File: src/rtl/keypad_encoder.sv
// Five-button keypad encoder: synchronizes raw buttons, debounces press and release,
// and pulses key_valid (single key, with its code) or key_err (chord) once per press.
module keypad_encoder #(
   parameter int unsigned DEBOUNCE_CYCLES = 500
) (
   input  logic       clk,
   input  logic       reset,
   input  logic       d1,
   input  logic       d2,
   input  logic       d3,
   input  logic       d4,
   input  logic       d5,
   output logic       key_valid,
   output logic [2:0] key_code,
   output logic       key_err,
   output logic       busy
);

   localparam logic [15:0] CNT_LAST = 16'(DEBOUNCE_CYCLES - 1);

   typedef enum logic [2:0] {
      IDLE,
      PRESS_DB,
      EMIT,
      HELD,
      RELEASE_DB
   } state_t;

   state_t      state, state_nxt;
   logic [4:0]  sync_p0, sync_p1;
   logic [4:0]  s;
   logic [4:0]  p, p_nxt;
   logic [15:0] cnt, cnt_nxt;

   function automatic logic is_onehot(input logic [4:0] v);
      return (v != 5'd0) && ((v & (v - 5'd1)) == 5'd0);
   endfunction

   function automatic logic [2:0] encode(input logic [4:0] v);
      logic [2:0] code;
      code = 3'd0;
      for (int i = 0; i < 5; i++) begin
         if (v[i]) code = 3'(i + 1);
      end
      return code;
   endfunction

   assign s = sync_p1;

   // Stage p0/p1: two-flop synchronizer, then state, counter, pattern and code registers
   always_ff @(posedge clk) begin
      if (reset) begin
         sync_p0  <= 5'd0;
         sync_p1  <= 5'd0;
         state    <= IDLE;
         cnt      <= 16'd0;
         p        <= 5'd0;
         key_code <= 3'd0;
      end else begin
         sync_p0 <= {d5, d4, d3, d2, d1};
         sync_p1 <= sync_p0;
         state   <= state_nxt;
         cnt     <= cnt_nxt;
         p       <= p_nxt;
         // Code lands together with the EMIT cycle so key_valid and key_code agree
         if (state_nxt == EMIT && is_onehot(p)) key_code <= encode(p);
      end
   end

   always_comb begin
      state_nxt = state;
      cnt_nxt   = cnt;
      p_nxt     = p;
      case (state)
         IDLE: begin
            if (s != 5'd0) begin
               p_nxt     = s;
               cnt_nxt   = 16'd0;
               state_nxt = PRESS_DB;
            end
         end
         PRESS_DB: begin
            if (s != p)               state_nxt = IDLE;
            else if (cnt == CNT_LAST) state_nxt = EMIT;
            else                      cnt_nxt   = cnt + 16'd1;
         end
         EMIT: state_nxt = HELD;
         HELD: begin
            if (s == 5'd0) begin
               cnt_nxt   = 16'd0;
               state_nxt = RELEASE_DB;
            end
         end
         RELEASE_DB: begin
            if (s != 5'd0)            state_nxt = HELD;
            else if (cnt == CNT_LAST) state_nxt = IDLE;
            else                      cnt_nxt   = cnt + 16'd1;
         end
         default: state_nxt = IDLE;
      endcase
   end

   assign key_valid = (state == EMIT) && is_onehot(p);
   assign key_err   = (state == EMIT) && !is_onehot(p);
   assign busy      = (state != IDLE);

endmodule

File: config.mk
export PLATFORM = sky130hd
export DESIGN_NAME = keypad_encoder
export DESIGN_NICKNAME = d
export VERILOG_FILES = /design/src/rtl/keypad_encoder.sv
export SDC_FILE = /design/constraint.sdc
export NUM_CORES = 1
export LEC_CHECK = 0
export CORE_ASPECT_RATIO = 0.8
export CORE_MARGIN = 3
export CORE_UTILIZATION = 30
export DETAILED_ROUTE_END_ITERATION = 8
export PLACE_DENSITY = 0.57
export SYNTH_ARGS = -nofsm -noshare
export SYNTH_HDL_FRONTEND = slang
export SYNTH_SLANG_ARGS = --single-unit
File: constraint.sdc
create_clock -name clk -period 3.1 [get_ports clk]
set_input_delay 0.62 -clock clk [delete_from_list [all_inputs] [get_ports clk]]
set_output_delay 0.62 -clock clk [all_outputs]
set_load 0.05 [all_outputs]
* Yosys cells after proc, flatten, opt, wreduce, memory -nomap -nowiden
Index checks and enable logic that the tools add are counted.
Word-level totals: register bits after elaboration 37, bits of input ports 7, output and inout port bits 6, logic and storage cells 52
Operators by class: $add $sub $neg 2, equal/unequal tests 11, multiplexer cells 18, bitwise logic cells 1, reductions and logical operators 14
Operators by type and width (count):
- $mux 16 | 5
- $pmux 16 s4 | 1
- $mux 3 | 10
- $add 16x1->16 const B | 1
- $eq 16x9->1 const B | 1
- $pmux 3 s5 | 1
- $logic_not 5->1 | 2
- $reduce_bool 5->1 | 2
- $eq 3x2->1 const B | 3
- $ne 2x2->1 const B | 4
- $and 5x5->5 | 1
- $ne 5x5->1 | 1
- $reduce_and 5->1 | 1
- $sub 5x1->5 const B | 1
- $logic_and 1x1->1 | 4
- $reduce_bool 4->1 | 1
- $eq 3x1->1 const B | 1
- $eq 3x3->1 const B | 1
- $logic_not 3->1 | 1
- $reduce_bool 3->1 | 1
- $reduce_and 2->1 | 1
- $logic_not 1->1 | 1
- $mux 1 | 1

* Longest topological paths before layout
Gate-level depths: netlist of run 1.
depth in word-level cells 6, mapped depth 9, gate-level depth less buffers 7

* Worst setup path after synthesis of run 1
No wires, ideal clock.
path type flip-flop to output port, start point register p[3], end point output port key_valid, data arrival time 2.187 ns, required time 2.480 ns, path slack 0.293 ns, stages on the path, launching flop included 6, buffers on the path 1, cells stage by stage dfxtp_1 -> clkbuf_1 -> xor2_1 -> o21ai_0 -> o31ai_1 -> nor3b_1
Between the ends: word-level cells in the longest chain between the ends 5, elaborated cells on any way between the ends 6, those cells by class add/sub (1); bitwise (1); reduce/logical (4)
Ends and longest elaborated chain:
- from (decl) | RTL line 32 | logic [4:0] p, p_nxt;
- from (signal assigned) | RTL line 64 | p <= p_nxt;
- $sub 5x1->5 | RTL line 36 | return (v != 5'd0) && ((v & (v - 5'd1)) == 5'd0);
- $and 5x5->5 | RTL line 36
- $logic_not 5->1 | RTL line 36
- $logic_and 1x1->1 (*) | RTL line 36
- $logic_and 1x1->1 (*) | RTL line 103 | assign key_valid = (state == EMIT) && is_onehot(p);
- to (decl) | RTL line 13 | output logic key_valid,
Every way passes the cells marked *; elsewhere a longest branch is shown, timed or not.

* Worst setup path after layout of run 1
start point register p[4], end point output port key_err
Between the ends: word-level cells in the longest chain between the ends 6, elaborated cells on any way between the ends 7, those cells by class add/sub (1); bitwise (1); reduce/logical (5)
Ends and longest elaborated chain:
- $sub 5x1->5 | RTL line 36
- $and 5x5->5 | RTL line 36
- $logic_not 5->1 | RTL line 36
- $logic_and 1x1->1 (*) | RTL line 36
- $logic_not 1->1 (*) | RTL line 104 | assign key_err = (state == EMIT) && !is_onehot(p);
- $logic_and 1x1->1 (*) | RTL line 104
- to (decl) | RTL line 15 | output logic key_err,
Marks and branches as above.

==> results.yml, run 1 <==
outcome:
  status: "finished clean"
clock_network:
  cts_tree: "done"
  post_cts_resized: 0
  cts.sinks: 37
  htreeDepth: 2
  cts-hold-fix-buffers: 0
  clkTransAtPathRegs_ns: 0.07
  cts_buffers: 5
  cts-root-buf: "clkbuf_8"
  cts_setup_buffers: 0
  clock_latency_ns: 0.28
  clockBufferDepth: 2
placed_design:
  hpwl_microns: 2517
  portBuffers: 12
  dp_cells: 289
  gp_congestion: 0.8118
  placed_area_sq_um: 1969
  place_ws_ns: 0.4128
logic_synthesis:
  synthesis.area_sq_um: 1792
  ys_seq_area_share_pct: 41.34
  syn-mean-instance-area_sq_um: 8.656
  synth_simple_gate_area_share_pct: 32.75
  async_flop_share_pct: 0
  synth_compound_area_share_pct: 11.17
  synth_mux_area_share_pct: 1.676
  synth_flop_cell: "dfxtp_1"
  synth_warnings: 0
  yosysUniqueCellTypes: 45
  syn_nets: 215
  synth_fa_ha_area_share_pct: 0.6983
  ys_ff_latch: 37
  synth_xor_xnor_area_share_pct: 7.821
  synth_top_family_by_area: "simple AND/OR/NAND/NOR gates"
  syn_inst: 207
  synth_edf_count: 0
timing:
  hold_ws_ns: 0.4374
  setup_ws_ns: 0.3407
  maxSlewHeadroom_pct: 61.16
  final_max_slew_viol_count: 0
  tns_ns: 0
  rsz0062_at_grt: "false"
  fin_crit_ns: 2.759
  min_period_over_period_pct: 89.01
  hold_violations: 0
  finalSetupViolCount: 0
  finClkSkew_ns: 0.003196
  fmax_mhz: 362.4
  tightest_slew_ns: 0.5791
hold_path:
  hp-class: "flop to flop"
  min_from: "sync_p0[3]"
final_layout:
  area_growth_pct: 16.55
  nFillCells: 596
  fin_cells: 297
  fin_area_sq_um: 2088
  final_common_cell: "dfxtp_1"
  final_nets: 226
  antenna_cells: 0
  drive_gt1_share_pct: 8.676
  most-common-layout-cells: "37 x dfxtp_1, 22 x nor2_1, 17 x nand2_1"
  final_core_util_pct: 37.19
critical_path:
  startpoint: "p[4]"
  critPathKind: "flop to output port"
  worstSetupStartpointType: "flop"
  max_stage_delay_ns: 0.83
  r2r-end: "cnt[5]"
  crit_path_cell_trace: "xor2_1 -> o21ai_0 -> o31ai_1 -> nor3_1 -> clkdlybuf4s50_1"
  r2r_cells: 8
  setup.worst_path.end: "key_err"
  crit_path_top_delay_cell: "clkdlybuf4s50_1"
  rrSetupSlack_ns: 0.60
  path_max_fanout: 7
  reg2reg_from: "cnt[0]"
  worstPathRequired_ns: 2.48
  cp.arrival_ns: 2.14
  end_kind: "output port"
die:
  start_util_pct: 31.91
  io_pins: 13
  design.die.area_sq_um: 6941
  rows: 24
  dieHeight_microns: 75.12
  die_w_microns: 92.41
  core_sq_um: 5615
routing:
  drt_wl_total_microns: 3517
  viasPerCell: 4.768
  drt_iter0_drc: 127
  vias: 1416
  dr.pass1.iters: 4
  ant_nets: 0
  wl_per_cell_microns: 11.84
  drc: 0
grt:
  antenna_found_initial: 0
  grt_pass1_wl_microns: 6230
  grt_use_total_pct: 11.21
  grt-ovfl-total: 0
  grt_pass1_vias: 1291
  grt_max_degree: 25
power:
  pwr_density_cell_nw_per_um2: 500.5
  power_mw: 1.045
  vdd_drop_max_mv: 0.1926
  static-leakage-power_nw: 0.7635
flow_run:
  drv_cap: 0
[layer usage]
metal | part of all wire, % | vias to the layer above | global-route usage (%) | wire length (microns)
li1 | - | 745 | - | -
met1 | 57 | 643 | 16.96 | 2010
met2 | 38 | 26 | 14.95 | 1333
met3 | 4.0 | 2 | 3.097 | 142
met4 | 0.82 | 0 | 3.954 | 29
met5 | 0 | - | 0 | 0
[registers in the layout, summed over array words and instances, names as in the netlist]
name and flops:
cnt 16, key_code 3, p 5, s 5, state 3, sync_p0 5
[how the worst min path moves through the flow]
stage | cells after the start | end | slack (ns)
floorplan | 1 | s[0] | 0.41
global placement | 1 | s[3] | 0.42
detailed placement | 1 | s[3] | 0.42
CTS | 1 | s[3] | 0.44
global route | 1 | s[2] | 0.46
finish | 1 | s[3] | 0.44
[final cells by class]
cell class                 instances  area [sq um]  area share [%]
clock buffer                       7         86.33           4.134
clock inverter                     1         30.03           1.438
inverter                           3         11.26          0.5392
multi-input combinational        155         969.7           46.44
sequential                        37         740.7           35.47
tap                               78         97.59           4.673
timing repair buffer              16         152.6           7.310
[cells in the mapped netlist, types with 2 or more instances]
library cell | instances | area share, %
nand3b_1 | 2 | 0.84
xnor2_1 | 10 | 4.9
xor2_1 | 6 | 2.9
a211oi_1 | 2 | 0.84
nor3_1 | 7 | 2.0
or4_1 | 2 | 0.84
inv_1 | 2 | 0.42
o31ai_1 | 2 | 0.84
nor3b_1 | 2 | 0.84
and3_1 | 2 | 0.70
nand4_1 | 8 | 2.8
nor2_1 | 22 | 4.6
nand2_1 | 17 | 3.6
a22oi_1 | 2 | 0.84
o21ai_0 | 5 | 1.4
nand3_1 | 8 | 2.2
clkbuf_1 | 6 | 1.3
mux2i_1 | 3 | 1.7
buf_2 | 2 | 0.56
and2_1 | 2 | 0.70
a21oi_1 | 15 | 4.2
buf_6 | 3 | 1.9
or3_1 | 3 | 1.0
nor2b_1 | 13 | 4.5
and4_1 | 4 | 2.0
a31oi_1 | 2 | 0.70
dfxtp_1 | 37 | 41
[where the power goes]
group | internal (mW) | total (mW) | switching (mW)
Sequential | 0.487 | 0.504 | 0.0163
Clock | 0.262 | 0.424 | 0.162
Combinational | 0.0464 | 0.117 | 0.0710
[cells by family after synthesis]
family	after synthesis
adder cells (fa/ha/maj)	1
multiplexers	3
buffers and inverters	15
AND/OR/NAND/NOR	102
flip-flops	37
XOR/XNOR	16
AO/OA/AOI/OAI	33
[worst max-delay path, delay by kind of cell, from the launching register on]
| family | cells | cell delay, ns |
|---|---|---|
| AOI/OAI and AO/OA | 2 | 0.26 |
| and+or+nand+nor | 1 | 0.20 |
| DFF | 1 | 0.47 |
| buffers and inverters | 1 | 0.83 |
| xor gates and xnor gates | 1 | 0.09 |
Power figures use the tool's default switching activity.
==> run 2: changes to the inputs <==
--- a/config.mk
+++ b/config.mk
@@ -7,9 +7,9 @@
 export LEC_CHECK = 0
 export CORE_ASPECT_RATIO = 0.8
 export CORE_MARGIN = 3
-export CORE_UTILIZATION = 30
+export CORE_UTILIZATION = 61
 export DETAILED_ROUTE_END_ITERATION = 8
-export PLACE_DENSITY = 0.57
+export PLACE_DENSITY = 0.93
 export SYNTH_ARGS = -nofsm -noshare
 export SYNTH_HDL_FRONTEND = slang
 export SYNTH_SLANG_ARGS = --single-unit
==> run 2 against run 1 <==
Compared with the run above:
- sequential power hardly changed
- routed wire length up 15%
- worst setup slack lost 0.074 ns
- critical endpoint is now key_valid
- largest power group unchanged
==> results.yml, run 2 (same netlist as run 1, synthesis figures left out) <==
outcome:
  status: "finished clean"
critical_path:
  r2r_cells: 8
  r2r-end: "cnt[15]"
  end_kind: "output port"
  reg2reg_from: "cnt[0]"
  path_max_fanout: 7
  worstSetupStartpointType: "flop"
  worstPathRequired_ns: 2.48
  max_stage_delay_ns: 0.56
  crit_path_cell_trace: "xor2_1 -> o21ai_0 -> o31ai_1 -> nor3b_1 -> dlygate4sd2_1"
  critPathKind: "flop to output port"
  crit_path_top_delay_cell: "dlygate4sd2_1"
  cp.arrival_ns: 2.21
  rrSetupSlack_ns: 0.67
clock_network:
  cts-root-buf: "clkbuf_8"
  cts_buffers: 5
  htreeDepth: 2
  clock_latency_ns: 0.29
  clkTransAtPathRegs_ns: 0.07
  cts.sinks: 37
  cts-hold-fix-buffers: 0
  cts_tree: "done"
  cts_setup_buffers: 0
  clockBufferDepth: 2
timing:
  rsz0062_at_grt: "false"
  fmax_mhz: 352.9
  min_period_over_period_pct: 91.41
  final_max_slew_viol_count: 0
  tightest_slew_ns: 0.5122
  maxSlewHeadroom_pct: 65.85
  fin_crit_ns: 2.834
  tns_ns: 0
  finalSetupViolCount: 0
  finClkSkew_ns: 0.004145
  hold_ws_ns: 0.4514
  hold_violations: 0
placed_design:
  dp_cells: 246
  portBuffers: 12
  gp_congestion: 0.8529
  placed_area_sq_um: 1909
  hpwl_microns: 2764
hold_path:
  hp-class: "flop to flop"
  min_from: "sync_p0[0]"
  whs_path_depth: 1
  whs_endpoint: "s[0]"
final_layout:
  final_nets: 225
  fin_area_sq_um: 2024
  final_core_util_pct: 77.19
  final_common_cell: "dfxtp_1"
  drive_gt1_share_pct: 8.257
  largest_register: "cnt"
  fin_cells: 254
  antenna_cells: 0
  area_growth_pct: 12.99
  largest_reg_flops: 16
  nFillCells: 187
  most-common-layout-cells: "37 x dfxtp_1, 22 x nor2_1, 17 x nand2_1"
routing:
  viasPerCell: 6.331
  drc: 0
  wl_per_cell_microns: 15.93
  ant_nets: 0
  dr.pass1.iters: 4
  vias: 1608
  drt_wl_total_microns: 4046
  drt_iter0_drc: 155
die:
  io_pins: 13
  start_util_pct: 68.32
  core_sq_um: 2623
  die_w_microns: 66.60
  design.die.area_sq_um: 3628
  dieHeight_microns: 54.48
  rows: 16
grt:
  grt_pass1_vias: 1492
  grt-ovfl-total: 0
  grt_pass1_wl_microns: 6506
  grt_max_degree: 25
  grt_use_total_pct: 24.84
  antenna_found_initial: 0
power:
  static-leakage-power_nw: 0.7441
  vdd_drop_max_mv: 0.3456
  pwr_density_cell_nw_per_um2: 521.3
flow_run:
  drv_cap: 0
## run 2: layout make-up
cell class	count	area, sq um	share of cell area [%]
Tap cell	36	45.04	2.225
Clock buffer	7	86.33	4.265
Clock inverter	1	30.03	1.483
Timing Repair Buffer	15	141.4	6.984
Inverter	3	11.26	0.5562
Multi-Input combinational cell	155	969.7	47.90
Sequential cell	37	740.7	36.59
## run 2: worst max-delay path, delay by kind of cell (launching register included)
kind	cells	cell delay (ns)
buf+inv	1	0.56
flops	1	0.47
compound gates	2	0.46
simple gates	1	0.26
xor+xnor	1	0.17
## run 2: per-layer routing
metal	vias up	routed length, microns	global-route usage [%]
met5	-	0	0
met4	0	51	14.53
met3	10	342	6.160
met2	88	1948	41.94
met1	760	1704	29.08
li1	750	-	-
## run 2: how the worst max path moves through the flow
stage / cells past startpoint / end / startpoint
after CTS: 5 / key_valid / p[4]
after floorplan: 5 / key_valid / p[3]
final: 5 / key_valid / p[4]
after global placement: 5 / key_valid / p[3]
after detailed placement: 5 / key_valid / p[4]
after global routing: 5 / key_valid / p[4]
## run 2: metrics by stage
step / total power [mW] / worst slack [ns]
2_1_floorplan: 0.6042 / 0.2935
3_3_place_gp: 0.6250 / 0.5007
3_5_place_dp: 0.6328 / 0.3277
4_1_cts: 1.057 / 0.2627
5_1_grt: 1.089 / 0.07197
6_report: 1.055 / 0.2663
## run 2: timing repair
| action | 4_1_cts | 5_1_grt |
|---|---|---|
| endpoints found under the setup margin | 1 | 0 |
| resized for setup | 1 | 0 |
| endpoints found under the hold margin | 0 | 0 |
## run 2: where the power goes
group / internal, mW / switching, mW / leakage, nW
Clock: 0.262 / 0.167 / 0.0585
Sequential: 0.488 / 0.0172 / 0.301
Combinational: 0.0466 / 0.0752 / 0.385
